### src/rtl/add_serial_pkg.sv
// Shared definitions for the bit-serial adder and its request scheduler.
package add_serial_pkg;

   // Default adder width and ADD-phase length (one cycle per bit)
   localparam int unsigned ADD_SERIAL_W   = 8;
   localparam int unsigned ADD_SERIAL_LAT = 8;

   // Scheduler sequencing states
   typedef enum logic [2:0] {
      ST_ARB     = 3'd0,
      ST_START   = 3'd1,
      ST_WAIT    = 3'd2,
      ST_CAPTURE = 3'd3,
      ST_RECOVER = 3'd4
   } sched_state_e;

   // Index width that never collapses to zero bits
   function automatic int unsigned clog2_min1(input int unsigned n);
      return (n > 1) ? $clog2(n) : 1;
   endfunction

endpackage

### src/rtl/rr_pick.sv
// Combinational round-robin picker: first set request at or after ptr, wrapping.
module rr_pick
   import add_serial_pkg::*;
#(
   parameter  int unsigned NREQ = 4,
   localparam int unsigned IDXW = clog2_min1(NREQ)
) (
   input  logic [NREQ-1:0] req_i,
   input  logic [IDXW-1:0] ptr_i,
   output logic [NREQ-1:0] gnt_o,
   output logic [IDXW-1:0] idx_o,
   output logic            any_o
);

   // Scan requesters starting at ptr; the first hit wins
   always_comb begin
      int unsigned j;
      j     = 0;
      gnt_o = '0;
      idx_o = '0;
      any_o = 1'b0;
      for (int unsigned k = 0; k < NREQ; k++) begin
         j = (32'(ptr_i) + k) % NREQ;
         if (!any_o && req_i[IDXW'(j)]) begin
            any_o            = 1'b1;
            idx_o            = IDXW'(j);
            gnt_o[IDXW'(j)]  = 1'b1;
         end
      end
   end

endmodule

### src/rtl/add_serial_sched.sv
// Round-robin scheduler sharing one bit-serial adder among NREQ requesters.
module add_serial_sched
   import add_serial_pkg::*;
#(
   parameter  int unsigned NREQ    = 4,
   parameter  int unsigned W       = ADD_SERIAL_W,
   parameter  int unsigned ADD_LAT = ADD_SERIAL_LAT,
   localparam int unsigned IDXW    = clog2_min1(NREQ),
   localparam int unsigned CNTW    = clog2_min1(ADD_LAT)
) (
   input  logic              clk_i,
   input  logic              rst_i,
   input  logic [NREQ-1:0]   req_i,
   input  logic [NREQ*W-1:0] a_in_i,
   input  logic [NREQ*W-1:0] b_in_i,
   output logic [NREQ-1:0]   gnt_o,
   output logic [NREQ-1:0]   rsp_valid_o,
   output logic [W-1:0]      rsp_data_o,
   output logic              busy_o,
   output logic              add_en_o,
   output logic [W-1:0]      add_a_o,
   output logic [W-1:0]      add_b_o,
   input  logic [W-1:0]      add_out_i
);

   sched_state_e    state_q, state_d;
   logic [IDXW-1:0] ptr_q, ptr_d;
   logic [IDXW-1:0] owner_q, owner_d;
   logic [CNTW-1:0] wcnt_q, wcnt_d;
   logic [W-1:0]    a_hold_q, a_hold_d;
   logic [W-1:0]    b_hold_q, b_hold_d;
   logic [NREQ-1:0] gnt_q, gnt_d;
   logic [NREQ-1:0] rsp_valid_q, rsp_valid_d;
   logic [W-1:0]    rsp_data_q, rsp_data_d;
   logic            busy_q, busy_d;
   logic            add_en_q, add_en_d;

   logic [NREQ-1:0] pick_gnt;
   logic [IDXW-1:0] pick_idx;
   logic            pick_any;

   rr_pick #(.NREQ(NREQ)) u_rr_pick (
      .req_i (req_i),
      .ptr_i (ptr_q),
      .gnt_o (pick_gnt),
      .idx_o (pick_idx),
      .any_o (pick_any)
   );

   // Next-state and registered-output logic for the load/add/capture sequence
   always_comb begin
      state_d     = state_q;
      ptr_d       = ptr_q;
      owner_d     = owner_q;
      wcnt_d      = wcnt_q;
      a_hold_d    = a_hold_q;
      b_hold_d    = b_hold_q;
      gnt_d       = '0;
      rsp_valid_d = '0;
      rsp_data_d  = rsp_data_q;

      unique case (state_q)
         ST_ARB: begin
            if (pick_any) begin
               a_hold_d = a_in_i[32'(pick_idx)*W +: W];
               b_hold_d = b_in_i[32'(pick_idx)*W +: W];
               owner_d  = pick_idx;
               gnt_d    = pick_gnt;
               state_d  = ST_START;
            end
         end
         ST_START: begin
            ptr_d   = (owner_q == IDXW'(NREQ-1)) ? '0 : owner_q + IDXW'(1);
            wcnt_d  = '0;
            state_d = ST_WAIT;
         end
         ST_WAIT: begin
            wcnt_d = wcnt_q + CNTW'(1);
            if (wcnt_q == CNTW'(ADD_LAT-1)) begin
               state_d = ST_CAPTURE;
            end
         end
         ST_CAPTURE: begin
            rsp_data_d           = add_out_i;
            rsp_valid_d          = '0;
            rsp_valid_d[owner_q] = 1'b1;
            state_d              = ST_RECOVER;
         end
         ST_RECOVER: begin
            state_d = ST_ARB;
         end
         default: begin
            state_d = ST_ARB;
         end
      endcase

      // Enable and busy are registered so they line up with the state they describe
      busy_d   = (state_d != ST_ARB);
      add_en_d = (state_d == ST_START);
   end

   // State and output registers with synchronous reset
   always_ff @(posedge clk_i) begin
      if (rst_i) begin
         state_q     <= ST_ARB;
         ptr_q       <= '0;
         owner_q     <= '0;
         wcnt_q      <= '0;
         a_hold_q    <= '0;
         b_hold_q    <= '0;
         gnt_q       <= '0;
         rsp_valid_q <= '0;
         rsp_data_q  <= '0;
         busy_q      <= 1'b0;
         add_en_q    <= 1'b0;
      end else begin
         state_q     <= state_d;
         ptr_q       <= ptr_d;
         owner_q     <= owner_d;
         wcnt_q      <= wcnt_d;
         a_hold_q    <= a_hold_d;
         b_hold_q    <= b_hold_d;
         gnt_q       <= gnt_d;
         rsp_valid_q <= rsp_valid_d;
         rsp_data_q  <= rsp_data_d;
         busy_q      <= busy_d;
         add_en_q    <= add_en_d;
      end
   end

   assign gnt_o       = gnt_q;
   assign rsp_valid_o = rsp_valid_q;
   assign rsp_data_o  = rsp_data_q;
   assign busy_o      = busy_q;
   assign add_en_o    = add_en_q;
   assign add_a_o     = a_hold_q;
   assign add_b_o     = b_hold_q;

endmodule

### config.mk
export PLATFORM = sky130hd
export DESIGN_NAME = add_serial_sched
export DESIGN_NICKNAME = d
export VERILOG_FILES = /design/src/rtl/add_serial_pkg.sv /design/src/rtl/rr_pick.sv /design/src/rtl/add_serial_sched.sv
export SDC_FILE = /design/constraint.sdc
export NUM_CORES = 1
export LEC_CHECK = 0
export CORE_MARGIN = 8
export CORE_UTILIZATION = 43
export DETAILED_ROUTE_END_ITERATION = 10
export PLACE_DENSITY = 0.8
export SYNTH_ARGS = -nofsm -noshare
export SYNTH_HDL_FRONTEND = slang
export SYNTH_SLANG_ARGS = --single-unit
### constraint.sdc
create_clock -name clk_i -period 3.7 [get_ports clk_i]
set_input_delay 0.74 -clock clk_i [delete_from_list [all_inputs] [get_ports clk_i]]
set_output_delay 0.74 -clock clk_i [all_outputs]
set_load 0.02 [all_outputs]
---- Word level (Yosys, flattened, before mapping) ----
Cells that the tools add are included.
storage, ports and cells
  bits in registers ....................... 44
  latch bits .............................. 0
  bits in writable memories ............... 0
  memory bits (read-only) ................. 0
  memories kept ........................... 0
operators by class
  $add $sub $neg .......................... 5
  multipliers ............................. 0
  divide/modulo/power cells ............... 0
  $lt $le $gt $ge ......................... 10
  equality and inequality tests ........... 6
  shifts and indexed selects .............. 2
  mux-type cells .......................... 35
  bitwise logic cells ..................... 6
  reductions and logical operators ........ 17
operator list
  operator                                                     number
  variable part select 32 x 6 -> 8 bit                         2
  two-way mux 4 bit                                            4
  less-than comparator 2 x 3 -> 1 bit (second input constant)  5
  two-way mux 1 bit                                            13
  OR 4 bit                                                     3
  one-hot mux 3 bit (4 select lines)                           1
  demux 1 bit (select 2 bit)                                   5
  >= comparator 2 x 1 -> 1 bit (second input constant)         5
  two-way mux 2 bit                                            5
  binary-select mux 1 bit (select 2 bit)                       4
  logical AND 1 bit                                            8
  equality test 3 x 1 -> 1 bit (second input constant)         2
  equality test 3 x 2 -> 1 bit (second input constant)         2
  two-way mux 3 bit                                            2
  one-hot mux 3 bit (2 select lines)                           1
  adder 2 x 1 -> 2 bit (second input constant)                 2
  adder 2 bit (second input constant)                          2
  adder 3 x 1 -> 3 bit (second input constant)                 1
  equality test 3 bit (second input constant)                  1
  logical NOT 1 bit                                            3
  logical NOT 3 bit                                            1
  NOT 1 bit                                                    3
  nonzero test 3 bit                                           1
  OR reduction 3 bit                                           1
  other kinds (4)                                              4

---- Depth between registers and ports, before layout ----
  depth after elaboration ................. 15
  depth in mapped cells ................... 11

---- Cells and area by module ----
A second synthesis with hierarchy kept.
second synthesis, totals
  cells, all modules ...................... 203
  area, all modules ....................... 2367.3 um^2
by module, submodules not included
  module            instances  cells each  area each (um^2)  sequential area each (um^2)
  add_serial_sched  1          158         1948.1            880.8
  rr_pick           1          45          419.2             0.0

---- Least setup slack after synthesis ----
No wires, ideal clock.
  path type ............................... register to register
  from .................................... register ptr_q[0]
  to ...................................... register a_hold_q[2], in the netlist add_a_o[2]
  data arrival time ....................... 2.670 ns
  path slack .............................. 0.912 ns
  stages on the path, launching flop included .. 12
  clock period less this slack ............ 2.788 ns
  cell sequence ........................... dfxtp_1 -> buf_2 -> inv_1 -> ha_1 -> clkbuf_1 -> mux2i_1 -> a22oi_1 -> or2_2 -> a31oi_1 -> clkbuf_1 -> nand3_1 -> a32o_1
between the ends
  longest elaborated chain between the ends .. 13
ends and longest elaborated chain
  what                                                           line                     RTL
  start, declared                                                add_serial_sched.sv:27   logic [IDXW-1:0] ptr_q, ptr_d;
  start signal, assigned                                         add_serial_sched.sv:118  ptr_q <= ptr_d;
  branches (longest 13 deep; another with adder 2 x 1 -> 2 bit)  --
  end signal, assigned                                           add_serial_sched.sv:121  a_hold_q <= a_hold_d;
  end, declared                                                  add_serial_sched.sv:30   logic [W-1:0] a_hold_q, a_hold_d;
Parallel ways; which one is timed is not known. The select of a mux whose other input is x is not followed.
A chain may end at the register's enable or synchronous reset.

---- Worst setup path in the final report ----
  from .................................... register ptr_q[1]
  to ...................................... register a_hold_q[1], in the netlist add_a_o[1]
The elaborated chain is that of the path after synthesis.

==> flow_summary.json <==
{
  "reg2reg_from": "ptr_q[1]",
  "min_path_cells": 1,
  "drt-total-wl_um": 8460,
  "io-pin-count": 112,
  "postSynthCellCount": 324,
  "num-nets-final": 517,
  "report.final.setup_viol": 0,
  "cts_hold_buffers": 0,
  "final_cells": 503,
  "number_of_drc_markers_after_the_initial_detailed_route_iteration": 177,
  "powerDensity_nw_per_um2": 528,
  "layout-drive-gt1-share": 0.0775,
  "grtUsageMet1": 0.215,
  "slew-limit-headroom": 0.284,
  "comb_power_share": 0.515,
  "cts_tree": "done",
  "ys_top_cells_by_count": "46 x sky130_fd_sc_hd__nand3_1, 44 x sky130_fd_sc_hd__dfxtp_1, 36 x sky130_fd_sc_hd__o21ai_0, 35 x sky130_fd_sc_hd__nor2_1, 17 x sky130_fd_sc_hd__nand3b_1",
  "endpoint": "add_a_o[1]",
  "place_hpwl_um": 6240,
  "p_leak_uw": 0.00153,
  "mappedNetlistNets": 416,
  "clk_path_buf_depth": 2,
  "power.share.sequential": 0.303,
  "timing.reg2reg.worst_path_depth": 8,
  "dominantRegCellSynth": "sky130_fd_sc_hd__dfxtp_1",
  "synth_seq_area_share": 0.327,
  "initial_utilization": 0.434,
  "max_cap_viol_count": 0,
  "route.vias.total": 2830,
  "numClockSinks": 44,
  "cp_slowest_cell": "sky130_fd_sc_hd__a21oi_2",
  "io_buffers": 111,
  "post-synth-top-count-cell": "sky130_fd_sc_hd__nand3_1",
  "use_met3": 0.0551,
  "dp_slack_ps": 150,
  "setup.worst_path.start_class": "register",
  "synth_top_family_by_area": "simple AND/OR/NAND/NOR gates",
  "clock_pin_slew_worst_setup_and_hold_paths_ps": 90,
  "power.share.switching": 0.394,
  "setup-tns-final_ps": 0,
  "standard_cell_row_count": 29,
  "synth_top_area_cell": "sky130_fd_sc_hd__dfxtp_1",
  "timing.final.hold_violations": 0,
  "synth_adder_area_share": 0.0650,
  "clock-root-buffer": "sky130_fd_sc_hd__clkbuf_8",
  "maxClockFrequency_mhz": 306,
  "critical_path_class": "reg -> reg",
  "status": "completed",
  "vdd_ir_drop_max_mv": 0.311,
  "globalplace.congestion": 0.817,
  "netlist.area_leader.share": 0.327,
  "die_width_um": 95.2,
  "timing.clock.skew_ps": 5.27,
  "synth_area_um2": 2700,
  "number_of_levels_the_h_tree_was_split_into": 2,
  "basic_gate_share_of_the_synthesized_area_counting_and_or_nand_and_nor_cells": 0.247,
  "drt_pre_antenna_iters": 4,
  "rr_endpoint": "add_a_o[1]",
  "dpl.cell_count": 495,
  "use_met2": 0.316,
  "worstSetupEndpointType": "register",
  "synth-edff-count": 0,
  "cts_resized": 0,
  "cp_max_fo": 30,
  "ys_top_cells_by_area": "sky130_fd_sc_hd__dfxtp_1 33%, sky130_fd_sc_hd__nand3_1 8.5%, sky130_fd_sc_hd__o21ai_0 6.7%",
  "drcViolationCount": 0,
  "core-area_um2": 6200,
  "power_frac_clock": 0.182,
  "reg2reg_slack_ps": 430,
  "viasPerCell": 5.63,
  "die_outline_area_um2": 9060,
  "min-delay-path-class": "reg -> reg",
  "crit_path_cell_trace": "inv_1 -> ha_1 -> mux4_2 -> o21bai_1 -> a21oi_2 -> o21ai_0 -> nand3b_1 -> a32o_1",
  "timing.critical_path.arrival_ps": 3520,
  "grt_antenna_before_repair": 0,
  "grt_pass1_wl_um": 13200,
  "yosys.area_share.xor_xnor": 0.00325,
  "grt-busiest-layer": "met2",
  "postCtsSetupRepairBufs": 0,
  "cpPeakStageDelay_ps": 850,
  "period_needed_ps": 3270,
  "finalMaxSlewViolations": 0,
  "yosys_warnings": 0,
  "setup_ws_ps": 431,
  "syn-mean-instance-area_um2": 8.32,
  "rsz0062_at_grt": "no",
  "max_slew.worst_pin.slew_ps": 1070,
  "ys_seq_elements": 44,
  "p_switching_uw": 828,
  "worst_skew_pair.late_latency_ps": 300,
  "fp.dieH_um": 95.2,
  "worst_setup_path_startpoint": "ptr_q[1]",
  "wl_per_cell_um": 16.8,
  "area.growth.synth_to_final_pct": 47.7,
  "finalCritPeriodShare": 0.883,
  "synth.mux.area_fraction": 0.0775,
  "tritoncts.num_buffers": 5,
  "grt_max_degree": 34,
  "gr-total-overflow": 0,
  "grt_use_total": 0.182,
  "synth_compound_gate_area_share": 0.214,
  "netlist-cell-type-count": 41,
  "async_flop_share": 0,
  "antenna_violating_nets_post_route": 0,
  "first_global_vias": 2686,
  "internal-power_uw": 1270,
  "cp.required_ps": 3950,
  "antenna_cells_inserted": 0,
  "hold_ws_ps": 473
}
[power by group through the flow]
stage	combinational (uW)	clock, uW	sequential, uW
after floorplan	610	0	724
after global routing	1180	410	649
final	1080	382	636
after global placement	1060	0	643
after CTS	1080	392	635
after detailed placement	1080	0	646
[worst max-delay path, delay by kind of cell (launching register included)]
family                   cells  cell delay, ps
AO/OA/AOI/OAI                4            1400
adder cells (fa/ha/maj)      1             540
buffers and inverters        1             200
flip-flops                   1             530
multiplexers                 1             370
AND/OR/NAND/NOR              1             170
[placed cells by master (no fill, tap or decap), types with 5 or more instances in the layout]
cell type	netlist	layout
sky130_fd_sc_hd__o21ai_0	36	36
sky130_fd_sc_hd__ha_1	14	14
sky130_fd_sc_hd__a32o_1	15	15
sky130_fd_sc_hd__inv_1	6	6
sky130_fd_sc_hd__nand3_1	46	46
sky130_fd_sc_hd__buf_4	1	14
sky130_fd_sc_hd__a21oi_1	9	8
sky130_fd_sc_hd__nor2_1	35	35
sky130_fd_sc_hd__dfxtp_1	44	44
sky130_fd_sc_hd__nand3b_1	17	17
sky130_fd_sc_hd__a22oi_1	9	9
sky130_fd_sc_hd__mux2i_1	13	13
sky130_fd_sc_hd__nand2_1	5	5
sky130_fd_sc_hd__clkdlybuf4s50_1	0	111
sky130_fd_sc_hd__clkbuf_8	0	5
[layout make-up]
cell class	count	area, um2
fill	518	2220
multi-input combinational	243	1650
timing repair buffer	125	1220
sequential	44	881
tap	77	96.3
clock buffer	5	68.8
clock inverter	3	47.5
inverter	6	22.5
[stage by stage]
| stage | instance area [um2] | util | power [uW] |
|---|---|---|---|
| finish | 3980 | 0.641 | 2100 |
| global route | 3980 | 0.641 | 2240 |
| CTS | 3980 | 0.641 | 2110 |
| detailed placement | 3860 | 0.623 | 1720 |
| global placement | 3860 | 0.623 | 1700 |
| floorplan | 2700 | - | 1330 |
[per-layer routing]
metal / wire (um) / vias up / part of all wire
met2: 4030 / 108 / 0.48
met1: 3670 / 1316 / 0.43
li1: - / 1399 / -
met4: 85 / 0 / 0.010
met5: 0 / - / 0
met3: 675 / 7 / 0.080
[flip-flops by register name (all words and copies together), names as in the netlist]
name         count
add_en_o         1
add_b_o          8
add_a_o          8
gnt_o            4
rsp_valid_o      4
ptr_q            2
rsp_data_o       8
state_q          3
wcnt_q           3
busy_o           1
owner_q          2
[cell families (layout without fill, tap and decap cells)]
group | after synthesis | count (layout)
AO/OA/AOI/OAI | 85 | 85
flip-flops | 44 | 44
multiplexers | 17 | 17
AND/OR/NAND/NOR | 126 | 126
adder cells (fa/ha/maj) | 14 | 14
XOR/XNOR | 1 | 1
buffers and inverters | 37 | 139
[worst min path at each step]
| stage | from | end | slack (ps) |
|---|---|---|---|
| floorplan | wcnt_q[1] | wcnt_q[1] | 490 |
| global placement | add_b_o[7] | add_b_o[7] | 450 |
| detailed placement | add_b_o[0] | add_b_o[0] | 450 |
| CTS | add_b_o[0] | add_b_o[0] | 480 |
| global route | add_b_o[4] | add_b_o[4] | 490 |
| finish | add_a_o[4] | add_a_o[4] | 470 |
No activity file was read; power rests on OpenSTA's default activity.
